$ cat src/rtl/bit_serializer.sv
// Parallel-to-serial converter: accepts a WIDTH-bit word on a valid/ready handshake
// and shifts it out one bit per clock, optionally followed by GAP_CYCLES idle cycles.
module bit_serializer #(
  parameter int WIDTH      = 8,
  parameter bit MSB_FIRST  = 1'b1,
  parameter int GAP_CYCLES = 0
) (
  input  logic             clk,
  input  logic             rst_n,
  input  logic             load_valid,
  input  logic [WIDTH-1:0] data,
  output logic             load_ready,
  output logic             ser_out,
  output logic             ser_valid,
  output logic             word_done,
  output logic             busy
);

  localparam int              CntW    = $clog2(WIDTH);
  localparam logic [CntW-1:0] LastBit = CntW'(WIDTH - 1);
  localparam bit              HasGap  = (GAP_CYCLES > 0);
  localparam logic [3:0]      GapLast = HasGap ? 4'(GAP_CYCLES - 1) : 4'd0;

  typedef enum logic [1:0] {
    IDLE  = 2'd0,
    SHIFT = 2'd1,
    GAP   = 2'd2
  } state_e;

  state_e           state_q, state_d;
  logic [WIDTH-1:0] shiftReg_q, shiftReg_d;
  logic [CntW-1:0]  bitCnt_q, bitCnt_d;
  logic [3:0]       gapCnt_q, gapCnt_d;
  logic             lastBit;
  logic             accept;

  assign lastBit = (state_q == SHIFT) && (bitCnt_q == LastBit);
  assign accept  = load_valid && load_ready;

  always_ff @(posedge clk or negedge rst_n) begin
    if (!rst_n) begin
      state_q    <= IDLE;
      shiftReg_q <= '0;
      bitCnt_q   <= '0;
      gapCnt_q   <= '0;
    end else begin
      state_q    <= state_d;
      shiftReg_q <= shiftReg_d;
      bitCnt_q   <= bitCnt_d;
      gapCnt_q   <= gapCnt_d;
    end
  end

  always_comb begin
    state_d    = state_q;
    shiftReg_d = shiftReg_q;
    bitCnt_d   = bitCnt_q;
    gapCnt_d   = '0;

    case (state_q)
      IDLE: begin
        if (accept) state_d = SHIFT;
      end
      SHIFT: begin
        if (lastBit) begin
          if (accept)      state_d = SHIFT;
          else if (HasGap) state_d = GAP;
          else             state_d = IDLE;
        end
      end
      GAP: begin
        if (gapCnt_q == GapLast) state_d = IDLE;
        else                     gapCnt_d = gapCnt_q + 4'd1;
      end
      default: state_d = IDLE;
    endcase

    // A new word overrides the shift so back-to-back words leave no bubble.
    if (accept) begin
      shiftReg_d = data;
      bitCnt_d   = '0;
    end else if (state_q == SHIFT) begin
      shiftReg_d = MSB_FIRST ? {shiftReg_q[WIDTH-2:0], 1'b0}
                             : {1'b0, shiftReg_q[WIDTH-1:1]};
      bitCnt_d   = lastBit ? '0 : bitCnt_q + 1'b1;
    end
  end

  always_comb begin
    ser_valid  = (state_q == SHIFT);
    ser_out    = ser_valid & (MSB_FIRST ? shiftReg_q[WIDTH-1] : shiftReg_q[0]);
    word_done  = lastBit;
    busy       = (state_q != IDLE);
    load_ready = rst_n & ((state_q == IDLE) | (lastBit & ~HasGap));
  end

endmodule

$ cat config.mk
export PLATFORM = sky130hd
export DESIGN_NAME = bit_serializer
export DESIGN_NICKNAME = d
export VERILOG_FILES = /design/src/rtl/bit_serializer.sv
export SDC_FILE = /design/constraint.sdc
export NUM_CORES = 1
export LEC_CHECK = 0
export CORE_MARGIN = 1.5
export CORE_UTILIZATION = 42
export CTS_BUF_LIST = sky130_fd_sc_hd__clkbuf_16
export DETAILED_ROUTE_END_ITERATION = 12
export PLACE_DENSITY = 0.8
export SLEW_MARGIN = 0
export SYNTH_ARGS = -nofsm -noshare
export SYNTH_HDL_FRONTEND = slang
export SYNTH_SLANG_ARGS = --single-unit
$ cat constraint.sdc
create_clock -name clk -period 1.8 [get_ports clk]
set_input_delay 0.18 -clock clk [delete_from_list [all_inputs] [get_ports clk]]
set_output_delay 0.18 -clock clk [all_outputs]
set_load 0.01 [all_outputs]
* Word-level counts from Yosys, hierarchy flattened
Index checks and enable logic that the tools add are counted.
Operators by class: add/subtract/negate cells 2, eq/ne operators 6, multiplexer cells 12, bitwise gates (word level) 3, reduce and logical (&&, ||, !) cells 7
Operators with widths (count):
- 8-bit 2-to-1 mux | 2
- 3-bit 2-to-1 mux | 3
- 4-bit 2-to-1 mux | 2
- 2-bit 2-to-1 mux | 3
- 2-bit case mux with 3 select lines | 1
- 4-bit by 1-bit adder with 4-bit output (second input constant) | 1
- 4-bit zero test | 1
- 2-bit inequality test (second input constant) | 2
- 2-bit nonzero test | 2
- 3-bit by 1-bit adder with 3-bit output (second input constant) | 1
- 3-bit == test (second input constant) | 1
- 3-bit AND reduction | 1
- 1-bit AND | 2
- 2-bit by 1-bit == test with 1-bit output (second input constant) | 1
- 2-bit == test (second input constant) | 1
- 1-bit logical AND | 2
- 2-bit zero test | 1
- 2-bit by 1-bit inequality test with 1-bit output (second input constant) | 1
- 1-bit 2-to-1 mux | 1
- 1-bit OR | 1
Word-level totals: register bits after elaboration 17, input bits 11, output and inout port bits 5

* Logic depth before layout (Yosys ltp)
Gate-level depths: netlist (run 1).
depth after elaboration 8, mapped depth 6, mapped depth without buffers 5

* Least setup slack after synthesis (run 1)
Ideal clock, no wire load.
path kind register to register, from register bitCnt_q[0], to register shiftReg_q[0], data arrival time 1441 ps, required time 1675 ps, slack 234 ps, stages on the path, launching flop included 7, buffers on the path 1, period minus slack after synthesis 1566 ps, cell sequence dfrtp_1 ha_1 ha_1 nand2b_4 nor2b_1 buf_6 mux2_4
On the way: longest elaborated chain between the ends 6, elaborated cells between the ends (all ways) 7
Ends and longest elaborated chain:
- start: declaration | line 32 | logic [CntW-1:0] bitCnt_q, bitCnt_d;
- start signal: assignment | line 49 | bitCnt_q <= bitCnt_d;
- 3-bit == test (*) | line 37 | assign lastBit = (state_q == SHIFT) && (bitCnt_q == LastBit);
- 1-bit logical AND (*) | line 37
- 1-bit OR (*) | line 94 | load_ready = rst_n & ((state_q == IDLE) | (lastBit & ~HasGap));
- 1-bit AND (*) | line 94
- 1-bit logical AND (*) | line 38 | assign accept = load_valid && load_ready;
- 8-bit 2-to-1 mux / 2-bit nonzero test (equally long branches)
- end signal: assignment | line 48 | shiftReg_q <= shiftReg_d;
- end: declaration | line 31 | logic [WIDTH-1:0] shiftReg_q, shiftReg_d;
Mark *: on every way between the ends. The rest lies on a longest branch, timed or not. A chain may end at the register's enable or synchronous reset.

* Final worst setup path (run 1)
from register bitCnt_q[0], to output port load_ready
On the way: longest elaborated chain between the ends 4
Ends and longest elaborated chain:
- 3-bit == test | line 37
- 1-bit logical AND | line 37
- 1-bit OR | line 94
- 1-bit AND | line 94
- end: declaration | line 12 | output logic load_ready,
Every way passes these cells.

==> results of run 1 <==
## worst max-delay path, delay by kind of cell, from the launching register on
family	cells	cell delay (ns)
adder cells (fa/ha/maj)	2	0.36
flip-flops	1	0.39
buffers and inverters	1	0.27
AND/OR/NAND/NOR	2	0.30
## layout by cell type (no fill, tap or decap)
cell type,n
clkdlybuf4s50_1,13
dfrtp_1,12
mux2_4,8
mux2_2,7
buf_4,5
and2_1,3
nand2_1,3
clkbuf_16,3
nor2b_1,2
ha_2,2
dlygate4sd2_1,2
nand2b_4,1
mux2i_1,1
nor2_1,1
nand3b_1,1
o21ai_0,1
inv_1,1
o32ai_1,1
clkinv_1,1
## cell type report
class                      instances  area, µm²  area share, %
multi-input combinational         31      320.3          35.26
tap                               16      20.02          2.204
sequential                        12      300.3          33.06
clock inverter                     1      3.754         0.4132
clock buffer                       3      75.07          8.264
timing repair buffer              20      185.2          20.39
inverter                           1      3.754         0.4132
## how the worst min path moves through the flow
stage	end	slack (ns)	depth (start not counted)
floorplan	bitCnt_q[0]	-0.12	0
global placement	bitCnt_q[0]	0.50	1
detailed placement	bitCnt_q[0]	0.50	1
CTS	shiftReg_q[1]	0.31	2
global route	shiftReg_q[4]	0.35	2
finish	shiftReg_q[1]	0.30	2
## registers in the layout, summed over array words and instances, names as in the netlist
name and count:
bitCnt_q 3, shiftReg_q 8, state_q 1
## stage by stage
stage                     setup slack [ns]  hold slack (ns)  utilization [%]  power (W)
after floorplan                     0.2344          -0.1156                -  0.0008282
after global placement             0.09632           0.4964            55.55  0.0009435
after detailed placement           0.07955           0.4976            55.55  0.0009659
after CTS                          0.02395           0.3084            60.84   0.001384
after global routing              0.005706           0.3462            61.01   0.001461
final                              0.05647           0.3024            61.01   0.001367
## Yosys cell counts
library cell	count
nand2_1	3
inv_1	1
and2_1	3
mux2i_1	1
buf_4	1
nand2b_4	1
mux2_4	8
mux2_2	7
o21ai_0	1
buf_6	3
o32ai_1	1
nand3b_1	1
ha_1	2
nor2b_1	2
nor2_1	1
dfrtp_1	12
## metal layers
metal  track usage [%]  vias to the layer above
met5                 0                        -
met4             11.25                        0
met2             25.76                       13
met1             19.13                      207
met3             6.383                        4
li1                  -                      203
## logic make-up after synthesis
family,after synthesis,share of synthesized area [%]
compound gates,2,2.083
flops,12,45.45
simple gates,11,10.23
mux,16,31.63
fa+ha+maj,2,3.787
buf+inv,5,6.818
## where the power goes
| group | total (W) | switching [W] | leakage (nW) | internal (W) |
|---|---|---|---|---|
| Clock | 0.000410 | 0.000117 | 0.0385 | 0.000292 |
| Sequential | 0.000440 | 0.0000653 | 0.153 | 0.000374 |
| Combinational | 0.000517 | 0.000184 | 0.244 | 0.000334 |
| Total | 0.00137 | 0.000366 | 0.436 | 0.00100 |
## repair_timing
item	4_1_cts	5_1_grt
gates resized for setup	3	1
pin swaps	0	0
endpoints found under the setup margin	2	1
==> summary.md, run 1 <==
| Metric | Value |
|---|---|
| LEAKAGE | ~0.44 nW |
| Status | completed |
| Die X | ~43 µm |
| Critical path type | flip-flop to primary output |
| Vias after detailed routing | 427 |
| CP Cell Sequence | ha_2, ha_2, nand2b_4, and2_1, dlygate4sd2_1 |
| Required time of the critical path | 1.62 ns |
| Initial antenna violation count | 0 |
| Max H-tree Level | 1 |
| Initial core utilization | 44.37% |
| #FFs+latches synth | 12 |
| Critical path origin | bitCnt_q[0] |
| Leading area contributor after synthesis | dfrtp_1 |
| GRT Overall Usage | 16.77% |
| Die height | 42.66 µm |
| Reg2reg end | shiftReg_q[3] |
| Cell Pwr Density | approximately 1500 nW/µm² |
| CTS tree | built |
| Fin. Hold Viols | 0 |
| TritonCTS Buffers | 3 |
| Slowest cell on the critical path | dfrtp_1 |
| Worst Setup End Kind | primary output |
| Slew headroom | 83.46% |
| Mapped Cells | 48 |
| Root Buffer | clkbuf_16 |
| WL/cell | 13.79 µm |
| Sequential area share after synthesis | 45.45% |
| # IOs | 16 |
| Post-synth top area share | 45.45% |
| Max Used Layer | met4 |
| Crit path time final | 1.744 ns |
| Placed Area | between 800 and 900 µm² |
| Area Growth Syn to Fin | 37.50% |
| Final cycle utilization of the critical path | a little over nine tenths |
| Gr ovfl total | 0 |
| CTS Hold Bufs | 0 |
| CP most frequent cell | ha_2 |
| Max rail drop VDD | 819.0 µV |
| CORE AREA | between 1000 and 1500 µm² |
| Row count | 14 |
| CP Launch Type | flip-flop |
| Drt pass-1 iters | 2 |
| Non-Filler Instances | 84 |
| FF-to-FF path depth | 6 |
| Drt initial violations | 3 |
| Worst Tran Pin Value | ~0.25 ns |
| Peak fanout along the critical path | 4 |
| Dpl cells | 80 |
| Max Root-Sink Buffers | 2 |
| Worst flop-to-flop path startpoint | bitCnt_q[0] |
| Crit path to | load_ready |
| Synth cell types | 16 |
| Synthesized net count | a little over 60 |
| Syn avg cell area | 13.76 µm² |
| Postcts setup bufs | 0 |
| Count of pins over their slew limit | 0 |
| Skew final | 0.001422 ns |
| Post-route ant nets | 0 |
| Setup TNS | 0 ns |
| CP max stage delay | approximately 0.39 ns |
| DRC viols | 0 |
| Fill cell count | 127 |
| Post-layout nets | 82 |
| Via/cell ratio | around 5.1 |
| Met3 wire length | 61 µm |
| Ant diodes | 0 |
| Placer Congestion | 0.7759 |
| Ranking of synthesized cells by area | dfrtp_1 (45%), mux2_4 (18%), mux2_2 (12%) |
| RSZ-0062 raised after global routing | false |
| Full die area | around 1800 µm² |
| DRT Wirelength | approximately 1.2 mm |
| Number of global-route vias before repair | approximately 450 |
| Final non-filler cell area | 908.4 µm² |
| Clock Latency Late Sink | 0.24 ns |
| Largest net degree at the start of global routing | 11 |
| Clk sinks | 12 |
| Detailed Place HPWL | between 800 and 900 µm |
| Met2 wire len | 550 µm |
| Clock transition at path regs | 0.04 ns |
| Layout cells sized above 1 | 38.24% |
| Buffers on Ports | 15 |
| Wire length on met1 | 505 µm |
| Arrival time worst endpoint | 1.56 ns |
| Final setup fails | 0 |
| Max Clk Rate | 0.5735 GHz |
| Global-route wire length before repair | 2.070 mm |
| Syn. warnings | 0 |
| R2R setup slack | 0.14 ns |
| Maxcap violations | 0 |
| Worst Hold Class | input port to asynchronous set/reset pin |
| Synthesized area | 660.6 µm² |
No activity file was read; power rests on OpenSTA's default activity.
==> run 2, diff against run 1 <==
--- a/config.mk
+++ b/config.mk
@@ -5,11 +5,12 @@
 export SDC_FILE = /design/constraint.sdc
 export NUM_CORES = 1
 export LEC_CHECK = 0
+export ABC_AREA = 0
 export CORE_MARGIN = 1.5
-export CORE_UTILIZATION = 42
+export CORE_UTILIZATION = 45
 export CTS_BUF_LIST = sky130_fd_sc_hd__clkbuf_16
 export DETAILED_ROUTE_END_ITERATION = 12
-export PLACE_DENSITY = 0.8
+export PLACE_DENSITY = 0.84
 export SLEW_MARGIN = 0
 export SYNTH_ARGS = -nofsm -noshare
 export SYNTH_HDL_FRONTEND = slang
==> summary.md, run 2 (synthesized netlist as in run 1, its figures left out) <==
| Metric | Value |
|---|---|
| # IOs | 16 (unchanged) |
| GRT Overall Usage | 15.68% (-1.1 points) |
| DRC viols | 0 (unchanged) |
| Largest net degree at the start of global routing | 11 (unchanged) |
| Worst Tran Pin Value | 0.3561 ns (+0.1080 ns) |
| Required time of the critical path | 1.62 ns (about the same) |
| Final non-filler cell area | 907.1 µm² (-0.14%) |
| Full die area | 1707 µm² (-6.2%) |
| Post-layout nets | 82 (unchanged) |
| Vias after detailed routing | 413 (-3.3%) |
| WL/cell | 13.43 µm (-2.6%) |
| Logic gate share of total power | 37.9% (about the same) |
| Non-Filler Instances | 83 (-1.2%) |
| Critical path type | flip-flop to primary output |
| Post-route ant nets | 0 (unchanged) |
| Reg2reg end | shiftReg_q[3] |
| Placer Congestion | 0.7914 (+2.0%) |
| Worst Setup End Kind | primary output |
| Net Sw Power | 0.0003603 W (-1.6%) |
| Die X | 41.32 µm (-3.2%) |
| CP most frequent cell | ha_2 |
| Pre-CTS setup slack | 0.04135 ns (-0.03820 ns) |
| Crit path to | load_ready |
| CTS Hold Bufs | 0 (unchanged) |
| Initial core utilization | 49.53% (+5.2 points) |
| Drt initial violations | 1 (-2) |
| CP Cell Sequence | ha_2, ha_2, nand2b_4, and2_1, dlygate4sd2_1 |
| Worst flop-to-flop path startpoint | bitCnt_q[1] |
| Ant diodes | 0 (unchanged) |
| CP Launch Type | flip-flop |
| CORE AREA | 1334 µm² (-10%) |
| Max H-tree Level | 1 (unchanged) |
| Root Buffer | clkbuf_16 |
| Die height | 41.32 µm (-3.2%) |
| LEAKAGE | 0.4360 nW (+0.11%) |
| Max Root-Sink Buffers | 2 (unchanged) |
| Buf/Inv on CP | 1 (unchanged) |
| R2R setup slack | 0.15 ns (about the same) |
| Buffers on Ports | 15 (unchanged) |
| Arrival time worst endpoint | 1.54 ns (-0.02 ns) |
| CP max stage delay | 0.37 ns (-0.02 ns) |
| Int Pwr | 0.001003 W (+0.27%) |
| TritonCTS Buffers | 3 (unchanged) |
| Final setup fails | 0 (unchanged) |
| Peak fanout along the critical path | 4 (unchanged) |
| Max rail drop VDD | 721.1 µV (-12%) |
| Flop pwr share | 32.7% (+0.5 points) |
| Max Clk Rate | 0.5798 GHz (+1.1%) |
| Clock Latency Late Sink | 0.24 ns (about the same) |
| Slowest cell on the critical path | dfrtp_1 |
| Commonest cells after routing, fill and taps aside | clkdlybuf4s50_1 (13), dfrtp_1 (12), mux2_4 (8), mux2_2 (7), buf_4 (5) |
| Layout cells sized above 1 | 38.24% (unchanged) |
| Largest Register | shiftReg_q |
| Critical path origin | bitCnt_q[0] |
| CTS tree | built |
| Cell Pwr Density | 1503 nW/µm² (about the same) |
| RSZ-0062 raised after global routing | false |
| Gr ovfl total | 0 (unchanged) |
| Row count | 13 (-1) |
| Fin. Hold Viols | 0 (unchanged) |
| Placed Area | 818.3 µm² (-1.1%) |
| Initial antenna violation count | 0 (unchanged) |
| DRT Wirelength | 1.115 mm (-3.7%) |
| Status | completed |
| Area Growth Syn to Fin | 37.31% |
| Setup slack after layout | 0.07523 ns (+0.01876 ns) |
| Worst Hold Class | input port to asynchronous set/reset pin |
| Drt pass-1 iters | 2 (unchanged) |
| Commonest non-fill, non-tap cell in the layout | clkdlybuf4s50_1 |
| Global-route wire length before repair | 1.683 mm (-19%) |
| Instance count on the critical path | 5 (unchanged) |
| CP delay by family, top | flip-flops |
| Slew headroom | 76.26% (-7.2 points) |
| Maxcap violations | 0 (unchanged) |
| Setup TNS | 0 ns (unchanged) |
| Number of global-route vias before repair | 391 (-13%) |
| Via/cell ratio | 4.976 (-2.1%) |
| Dpl cells | 78 (-2.5%) |
| Crit path time final | 1.725 ns (-0.01876 ns) |
| Regs by FF count | shiftReg_q x8, bitCnt_q x3, state_q x1 |
| FF-to-FF path depth | 6 (unchanged) |
| Clock power frac | 29.4% (-0.6 points) |
| Count of pins over their slew limit | 0 (unchanged) |
| Clk sinks | 12 (unchanged) |
| Clock transition at path regs | 0.04 ns (about the same) |
| Sw Share | 26.42% (-0.37 points) |
| Detailed Place HPWL | 807.7 µm (-5.9%) |
| Skew final | 0.002684 ns (+0.001262 ns) |
| Max reg flops | 8 (unchanged) |
| Final cycle utilization of the critical path | 95.82% (-1.0 points) |
[run 2: worst min-delay path by stage]
stage,startpoint,endpoint,slack [ns],cells after the start
global route,rst_n,bitCnt_q[2],0.35,2
global placement,bitCnt_q[0],bitCnt_q[0],0.51,1
finish,rst_n,bitCnt_q[2],0.33,2
detailed placement,bitCnt_q[0],bitCnt_q[0],0.52,1
CTS,rst_n,bitCnt_q[2],0.32,2
floorplan,rst_n,bitCnt_q[0],-0.12,0
[run 2: power groups by stage]
stage                     registers [W]  clock network (W)  logic, W
final                          0.000446           0.000401  0.000517
after global routing           0.000459           0.000430  0.000572
after CTS                      0.000447           0.000411  0.000505
after detailed placement       0.000452                  0  0.000505
after global placement         0.000441                  0  0.000494
after floorplan                0.000421                  0  0.000407
[run 2: stage by stage]
stage / hold slack (ns) / utilization, % / total power (W)
global placement: 0.5060 / 61.35 / 0.0009345
finish: 0.3278 / 68.01 / 0.001364
floorplan: -0.1156 / - / 0.0008282
detailed placement: 0.5189 / 61.35 / 0.0009570
global route: 0.3469 / 68.01 / 0.001461
CTS: 0.3246 / 67.26 / 0.001364
[run 2: routing by layer]
metal	share of wire, %	track usage [%]	vias up
met5	0	0	-
met4	0	2.419	0
met3	4.8	4.787	0
li1	-	-	202
met1	48	20.60	199
met2	47	25.78	12
[run 2: final cells by class]
| cell class | instances | area [µm²] |
|---|---|---|
| clock inverter | 1 | 3.754 |
| clock buffer | 3 | 75.07 |
| timing repair buffer | 20 | 185.2 |
| inverter | 1 | 3.754 |
| tap | 15 | 18.77 |
| fill | 102 | 426.7 |
| sequential | 12 | 300.3 |
| multi-input combinational | 31 | 320.3 |
[run 2: worst register-to-register path: cells and delay by family, from the launching register on]
kind / cells / cell delay [ns]
mux: 1 / 0.36
fa+ha+maj: 2 / 0.35
flops: 1 / 0.34
simple gates: 2 / 0.26
buf+inv: 1 / 0.21
[run 2: what timing repair did]
action	4_1_cts	5_1_grt
resized for setup	3	1
buffers inserted	0	1
hold endpoints to repair	0	0
endpoints found under the setup margin	2	1
